<file path="src/rtl/reorder_buffer.sv">
// Circular in-order reorder buffer: allocates tags, captures CDB results, forwards operands, retires 1/cycle.
// Latency: CDB at edge t makes head committable at edge t+1; commit/flush outputs are registered (1 cycle).
// Backpressure: out_rob_full blocks allocation (even on a same-edge commit); rdy=0 freezes all state.
//
// Ports:
//   clk, rst (async, active-low), rdy (global enable)
//   in_decoder_*            allocation request; out_decoder_tag = tag the next allocation receives
//   out_rob_full            15 live entries (tag 0 is reserved as "no tag")
//   in_cdb_*                result broadcast (value, branch outcome, branch target)
//   in_query_tag1/2         operand lookups -> out_query_ready1/2, out_query_value1/2 (combinational, CDB bypass)
//   out_commit_reg/tag/value regfile commit port; reg 0 means nothing retired this cycle
//   out_xbp / out_xbp_pc    one-cycle mispredict flush pulse and redirect PC
//   out_stat_commits/flushes statistics counters
//
// Optional feature: define ROB_STATS_EN to build the retirement/flush counters; otherwise they read 0.

module reorder_buffer #(
  parameter int ROB_SIZE  = 16,
  parameter int ROB_WIDTH = 4,
  parameter int REG_WIDTH = 5
) (
  input  logic                 clk,
  input  logic                 rst,
  input  logic                 rdy,
  input  logic                 in_decoder_valid,
  input  logic [REG_WIDTH-1:0] in_decoder_dest_reg,
  input  logic [31:0]          in_decoder_pc,
  input  logic                 in_decoder_is_branch,
  input  logic                 in_decoder_pred_taken,
  output logic [ROB_WIDTH-1:0] out_decoder_tag,
  output logic                 out_rob_full,
  input  logic                 in_cdb_valid,
  input  logic [ROB_WIDTH-1:0] in_cdb_tag,
  input  logic [31:0]          in_cdb_value,
  input  logic                 in_cdb_taken,
  input  logic [31:0]          in_cdb_jump_addr,
  input  logic [ROB_WIDTH-1:0] in_query_tag1,
  input  logic [ROB_WIDTH-1:0] in_query_tag2,
  output logic                 out_query_ready1,
  output logic [31:0]          out_query_value1,
  output logic                 out_query_ready2,
  output logic [31:0]          out_query_value2,
  output logic [REG_WIDTH-1:0] out_commit_reg,
  output logic [ROB_WIDTH-1:0] out_commit_tag,
  output logic [31:0]          out_commit_value,
  output logic                 out_xbp,
  output logic [31:0]          out_xbp_pc,
  output logic [31:0]          out_stat_commits,
  output logic [15:0]          out_stat_flushes
);

  localparam logic [ROB_WIDTH-1:0] FIRST_TAG = ROB_WIDTH'(1);
  localparam logic [ROB_WIDTH-1:0] LAST_TAG  = ROB_WIDTH'(ROB_SIZE - 1);

  // Tags cycle 1..ROB_SIZE-1 and skip 0, which means "no producer".
  function automatic logic [ROB_WIDTH-1:0] tag_inc(input logic [ROB_WIDTH-1:0] t);
    return (t == LAST_TAG) ? FIRST_TAG : t + FIRST_TAG;
  endfunction

  // Per-entry state
  logic [ROB_SIZE-1:0]                busy_q,  busy_d;
  logic [ROB_SIZE-1:0]                ready_q, ready_d;
  logic [ROB_SIZE-1:0]                is_br_q, is_br_d;
  logic [ROB_SIZE-1:0]                pred_q,  pred_d;
  logic [ROB_SIZE-1:0]                taken_q, taken_d;
  logic [ROB_SIZE-1:0][REG_WIDTH-1:0] dest_q,  dest_d;
  logic [ROB_SIZE-1:0][31:0]          pc_q,    pc_d;
  logic [ROB_SIZE-1:0][31:0]          value_q, value_d;
  logic [ROB_SIZE-1:0][31:0]          jump_q,  jump_d;

  // Queue pointers
  logic [ROB_WIDTH-1:0] head_q,  head_d;
  logic [ROB_WIDTH-1:0] tail_q,  tail_d;
  logic [ROB_WIDTH-1:0] count_q, count_d;

  // Registered outputs
  logic [REG_WIDTH-1:0] commit_reg_q,   commit_reg_d;
  logic [ROB_WIDTH-1:0] commit_tag_q,   commit_tag_d;
  logic [31:0]          commit_value_q, commit_value_d;
  logic                 xbp_q,          xbp_d;
  logic [31:0]          xbp_pc_q,       xbp_pc_d;

  logic full;
  logic alloc_en;
  logic cdb_en;
  logic commit_en;
  logic mispredict;

  assign full     = (count_q == LAST_TAG);
  assign alloc_en = rdy && in_decoder_valid && !full;
  assign cdb_en   = rdy && in_cdb_valid && (in_cdb_tag != '0) && busy_q[in_cdb_tag];
  // An empty ROB has busy_q[head_q]=0, so no separate empty test is needed.
  assign commit_en  = rdy && busy_q[head_q] && ready_q[head_q];
  assign mispredict = commit_en && is_br_q[head_q] && (taken_q[head_q] != pred_q[head_q]);

  always_comb begin
    busy_d         = busy_q;
    ready_d        = ready_q;
    is_br_d        = is_br_q;
    pred_d         = pred_q;
    taken_d        = taken_q;
    dest_d         = dest_q;
    pc_d           = pc_q;
    value_d        = value_q;
    jump_d         = jump_q;
    head_d         = head_q;
    tail_d         = tail_q;
    count_d        = count_q;
    commit_reg_d   = '0;
    commit_tag_d   = commit_tag_q;
    commit_value_d = commit_value_q;
    xbp_d          = 1'b0;
    xbp_pc_d       = xbp_pc_q;

    if (cdb_en) begin
      ready_d[in_cdb_tag] = 1'b1;
      value_d[in_cdb_tag] = in_cdb_value;
      taken_d[in_cdb_tag] = in_cdb_taken;
      jump_d[in_cdb_tag]  = in_cdb_jump_addr;
    end

    // tail never equals a busy head while not full, so alloc and commit never touch the same entry.
    if (alloc_en) begin
      busy_d[tail_q]  = 1'b1;
      ready_d[tail_q] = 1'b0;
      dest_d[tail_q]  = in_decoder_dest_reg;
      pc_d[tail_q]    = in_decoder_pc;
      is_br_d[tail_q] = in_decoder_is_branch;
      pred_d[tail_q]  = in_decoder_pred_taken;
      tail_d          = tag_inc(tail_q);
    end

    if (commit_en) begin
      // Branches never write back, whatever dest the decoder supplied.
      commit_reg_d    = is_br_q[head_q] ? '0 : dest_q[head_q];
      commit_tag_d    = head_q;
      commit_value_d  = value_q[head_q];
      busy_d[head_q]  = 1'b0;
      ready_d[head_q] = 1'b0;
      head_d          = tag_inc(head_q);
    end

    unique case ({alloc_en, commit_en})
      2'b10:   count_d = count_q + FIRST_TAG;
      2'b01:   count_d = count_q - FIRST_TAG;
      default: count_d = count_q;
    endcase

    // A flush overrides every same-edge alloc and CDB capture above.
    if (mispredict) begin
      busy_d   = '0;
      ready_d  = '0;
      head_d   = FIRST_TAG;
      tail_d   = FIRST_TAG;
      count_d  = '0;
      xbp_d    = 1'b1;
      xbp_pc_d = taken_q[head_q] ? jump_q[head_q] : pc_q[head_q] + 32'd4;
    end
  end

  always_ff @(posedge clk or negedge rst) begin
    if (!rst) begin
      busy_q         <= '0;
      ready_q        <= '0;
      is_br_q        <= '0;
      pred_q         <= '0;
      taken_q        <= '0;
      dest_q         <= '0;
      pc_q           <= '0;
      value_q        <= '0;
      jump_q         <= '0;
      head_q         <= FIRST_TAG;
      tail_q         <= FIRST_TAG;
      count_q        <= '0;
      commit_reg_q   <= '0;
      commit_tag_q   <= '0;
      commit_value_q <= '0;
      xbp_q          <= 1'b0;
      xbp_pc_q       <= '0;
    end else begin
      // With rdy low the next-state logic already reproduces current state,
      // except commit_reg/xbp which drop to 0 so no stale pulse repeats.
      busy_q         <= busy_d;
      ready_q        <= ready_d;
      is_br_q        <= is_br_d;
      pred_q         <= pred_d;
      taken_q        <= taken_d;
      dest_q         <= dest_d;
      pc_q           <= pc_d;
      value_q        <= value_d;
      jump_q         <= jump_d;
      head_q         <= head_d;
      tail_q         <= tail_d;
      count_q        <= count_d;
      commit_reg_q   <= commit_reg_d;
      commit_tag_q   <= commit_tag_d;
      commit_value_q <= commit_value_d;
      xbp_q          <= xbp_d;
      xbp_pc_q       <= xbp_pc_d;
    end
  end

  // Operand lookup: stored result first, else same-cycle CDB bypass; free/zero tags report not ready.
  always_comb begin
    out_query_ready1 = 1'b0;
    out_query_value1 = '0;
    if (in_query_tag1 != '0 && busy_q[in_query_tag1]) begin
      if (ready_q[in_query_tag1]) begin
        out_query_ready1 = 1'b1;
        out_query_value1 = value_q[in_query_tag1];
      end else if (in_cdb_valid && in_cdb_tag == in_query_tag1) begin
        out_query_ready1 = 1'b1;
        out_query_value1 = in_cdb_value;
      end
    end
  end

  always_comb begin
    out_query_ready2 = 1'b0;
    out_query_value2 = '0;
    if (in_query_tag2 != '0 && busy_q[in_query_tag2]) begin
      if (ready_q[in_query_tag2]) begin
        out_query_ready2 = 1'b1;
        out_query_value2 = value_q[in_query_tag2];
      end else if (in_cdb_valid && in_cdb_tag == in_query_tag2) begin
        out_query_ready2 = 1'b1;
        out_query_value2 = in_cdb_value;
      end
    end
  end

`ifdef ROB_STATS_EN
  logic [31:0] stat_commits_q;
  logic [15:0] stat_flushes_q;

  always_ff @(posedge clk or negedge rst) begin
    if (!rst) begin
      stat_commits_q <= '0;
      stat_flushes_q <= '0;
    end else begin
      if (commit_en)  stat_commits_q <= stat_commits_q + 32'd1;
      if (mispredict) stat_flushes_q <= stat_flushes_q + 16'd1;
    end
  end

  assign out_stat_commits = stat_commits_q;
  assign out_stat_flushes = stat_flushes_q;
`else
  assign out_stat_commits = '0;
  assign out_stat_flushes = '0;
`endif

  assign out_decoder_tag  = tail_q;
  assign out_rob_full     = full;
  assign out_commit_reg   = commit_reg_q;
  assign out_commit_tag   = commit_tag_q;
  assign out_commit_value = commit_value_q;
  assign out_xbp          = xbp_q;
  assign out_xbp_pc       = xbp_pc_q;

endmodule

</file>
<file path="config.mk">
export PLATFORM = sky130hd
export DESIGN_NAME = reorder_buffer
export DESIGN_NICKNAME = d
export VERILOG_FILES = /design/src/rtl/reorder_buffer.sv
export SDC_FILE = /design/constraint.sdc
export NUM_CORES = 2
export LEC_CHECK = 0
export CAP_MARGIN = 5
export CORE_ASPECT_RATIO = 0.9
export CORE_UTILIZATION = 45
export DETAILED_ROUTE_END_ITERATION = 10
export GPL_TIMING_DRIVEN = 0
export PLACE_DENSITY = 0.59
export SLEW_MARGIN = 20
export SYNTH_ARGS = -nofsm -noshare
export SYNTH_HDL_FRONTEND = slang
export SYNTH_SLANG_ARGS = --single-unit
</file>
<file path="constraint.sdc">
create_clock -name clk -period 11.2 [get_ports clk]
set_clock_uncertainty 0.1 [all_clocks]
set_input_delay 2.24 -clock clk [delete_from_list [all_inputs] [get_ports clk]]
set_output_delay 2.24 -clock clk [all_outputs]
set_load 0.02 [all_outputs]
</file>
==> results.json <==
{
  "portBuffers": 259,
  "post-place-cells": 8938,
  "vias_per_cell": 6.23,
  "synth_top_family_by_area": "multiplexers",
  "whs_path_depth": 1,
  "grt_pass1_vias": 58900,
  "reg_top3": "jump_q (512), pc_q (512), value_q (512)",
  "synth.mux.area_fraction_pct": 39.6,
  "rr_startpoint": "head_q[1]$_DFFE_PN0P_",
  "min_to": "jump_q[3]$_DFFE_PN0P_",
  "hold_violations": 0,
  "dieHeight_um": 424,
  "synthCells": 6043,
  "synth_area_per_cell_sq_um": 14.8,
  "ios": 314,
  "clkLatencyLatePin_ns": 0.86,
  "cts_tree": "done",
  "path_clk_slew_ns": 0.05,
  "globalRouteOverflowTotal": 0,
  "area_delta_synth_final_pct": 14.6,
  "cp.arrival_ns": 7.17,
  "max_freq_ghz": 0.105,
  "fillers": 16300,
  "dieArea_sq_um": 200000,
  "synth_xor_area_share_pct": 0.363,
  "cp_data_required_time_ns": 8.86,
  "ys_types": 72,
  "num_vias": 58000,
  "p_per_area_nw_per_um2": 255,
  "synth-compound-area-share_pct": 1.43,
  "cp_max_fo": 10,
  "final.min_clock_period_ns": 9.51,
  "cts_resized": 0,
  "seq_area_frac_synth_pct": 50.0,
  "status": "finished clean",
  "drc": 0,
  "antenna_found_initial": 41,
  "cts_buffer_depth": 3,
  "htreeDepth": 4,
  "drt-pass1-iter-count": 6,
  "routedWlPerCell_um": 32.0,
  "drv_slew": 0,
  "track_usage_pct": 30.0,
  "ff2ff_setup_slack_ns": 5.98,
  "worst_pin_slew_ns": 1.27,
  "post_cts_buffers": 0,
  "synth-simple-area-share_pct": 4.83,
  "numCtsBuffers": 189,
  "reg2reg_depth": 12,
  "hold_ws_ns": 0.353,
  "timing.rr.end": "out_commit_reg[4]$_DFF_PN0_",
  "initial_core_util_pct": 45.4,
  "synth_flop_cell": "dfrtp_1",
  "synth_warnings": 0,
  "gp_congestion": 0.911,
  "synthAdderAreaFrac_pct": 0.154,
  "startpoint_type": "primary input",
  "grt_pass1_wl_um": 428000,
  "min_path_type": "flop to flop",
  "holdCritStartpoint": "jump_q[3]$_DFFE_PN0P_",
  "synth_area_sq_um": 89200,
  "tns_ns": 0,
  "cts_sinks": 1782,
  "final_nets": 6688,
  "relSlewSlack_pct": 15.2,
  "setup_violations": 0,
  "rows": 154,
  "synthArstFlopShare_pct": 100,
  "drive_gt1_share_pct": 43.0,
  "cts_hold_buf": 0,
  "dpl.hpwl_um": 200000,
  "peakVddDrop_mv": 0.160,
  "cap_violations": 0,
  "drt.antenna.violating_nets": 0,
  "instances_no_fill": 9312,
  "coreArea_sq_um": 196000,
  "drt_iter0_drc": 6152,
  "crit_type": "primary input to output pin",
  "rsz0062_at_grt": "false",
  "finalCritPeriodShare_pct": 84.9,
  "root_buffer": "clkbuf_16",
  "ys_ff_latch": 1782,
  "power_leakage_nw": 46.0,
  "die_width_um": 471,
  "grt_max_degree": 150,
  "drt-total-wl_um": 298000,
  "synth-edff-count": 0,
  "cp-end-kind": "output pin"
}
[cell usage in the layout (no fill, tap or decap), drive strengths merged, types with 12 or more instances in the layout]
| master | count |
|---|---|
| mux4 | 837 |
| xor2 | 21 |
| nand3 | 32 |
| and3 | 18 |
| diode | 29 |
| xnor2 | 16 |
| buf | 346 |
| a22o | 12 |
| clkinv | 44 |
| a22oi | 37 |
| nor2 | 106 |
| a21oi | 40 |
| nor3 | 15 |
| nor2b | 15 |
| nand4 | 13 |
| bufinv | 17 |
| clkbuf | 602 |
| o21ai | 45 |
| nand2 | 797 |
| clkdlybuf4s50 | 258 |
| mux2i | 70 |
| conb | 48 |
| mux2 | 1398 |
| inv | 34 |
| dfrtp | 1780 |
[logic make-up (layout without fill, tap and decap cells)]
group	Yosys count	in the layout
compound gates	182	182
xor+xnor	37	37
mux	2305	2305
flops	1782	1782
other cells	1	77
fa+ha+maj	11	11
buf+inv	688	1307
simple gates	1037	1037
[cell type report]
cell class	instances	area, sq um	area share, %
clock buffers	275	5480	5.36
inverters	31	116	0.114
clock inverters	69	990	0.968
plain buffers	657	3200	3.13
well taps	2574	3220	3.15
repair buffers	275	3010	2.94
multi-input cells	3620	41600	40.7
diodes	29	72.6	0.0710
flip-flops and latches	1782	44600	43.6
[metrics by stage]
stage                     instance area, sq um  power (mW)  util [%]  worst slack, ns
final                                   102000        26.0      52.1             1.69
after global routing                    102000        27.1      52.1             1.51
after CTS                               102000        26.0      52.0             1.74
after detailed placement                 95700        19.4      48.7             1.69
after global placement                   95200        19.4      48.5           -74.38
after floorplan                          89400        15.9         -             4.38
[synthesized netlist by cell type (14+ instances only)]
cell type  count  area share [%]
xor2_1        21            0.21
mux2_2      1398              18
inv_1         28            0.12
a21oi_1       40            0.22
o21ai_0       33            0.19
a22oi_1       34            0.29
nor2_1       104            0.44
nor3_1        14           0.079
dfrtp_1     1780              50
buf_4         69            0.58
mux4_2       826              21
buf_6         16            0.20
nand2_1      797             3.4
and3_1        18            0.13
xnor2_1       16            0.16
clkbuf_1     322             1.4
buf_2        156            0.88
mux2i_1       70            0.79
nand3_1       31            0.17
buf_1         88            0.37
nor2b_1       15            0.11
[power breakdown]
group | leakage [nW] | total, mW | switching [mW] | internal, mW
clock | 3.17 | 6.59 | 2.79 | 3.80
combinational | 19.5 | 9.77 | 4.88 | 4.89
sequential | 23.3 | 9.66 | 1.27 | 8.39
[how the worst max path moves through the flow]
| stage | start | to | slack [ns] | cells past startpoint |
|---|---|---|---|---|
| after CTS | in_query_tag1[0] | out_query_value1[28] | 1.74 | 10 |
| after global placement | rst | jump_q[454]$_DFFE_PN0P_ | -74.38 | 1 |
| after detailed placement | in_query_tag2[0] | out_query_value2[28] | 1.69 | 10 |
| after global routing | in_query_tag2[0] | out_query_value2[30] | 1.51 | 10 |
| after floorplan | in_query_tag1[0] | out_query_value1[10] | 4.38 | 7 |
| final | in_query_tag2[1] | out_query_value2[29] | 1.69 | 9 |
[critical path: stages]
cell and delay (ns):
clkdlybuf4s50_1 0.58, clkbuf_1 0.53, clkbuf_1 0.97, clkbuf_1 0.79
mux4_2 0.42, mux4_2 0.48, mux2i_1 0.50, nor2_1 0.07
clkdlybuf4s50_1 0.57
[routing by layer]
metal	up-vias	track usage, %	wire [um]
met2	2573	44.9	136000
met3	566	6.57	23600
met1	31500	42.0	125000
met5	-	0.118	48
li1	23400	-	-
met4	8	13.2	12800
Note: power is estimated with default switching activity, not from simulation.
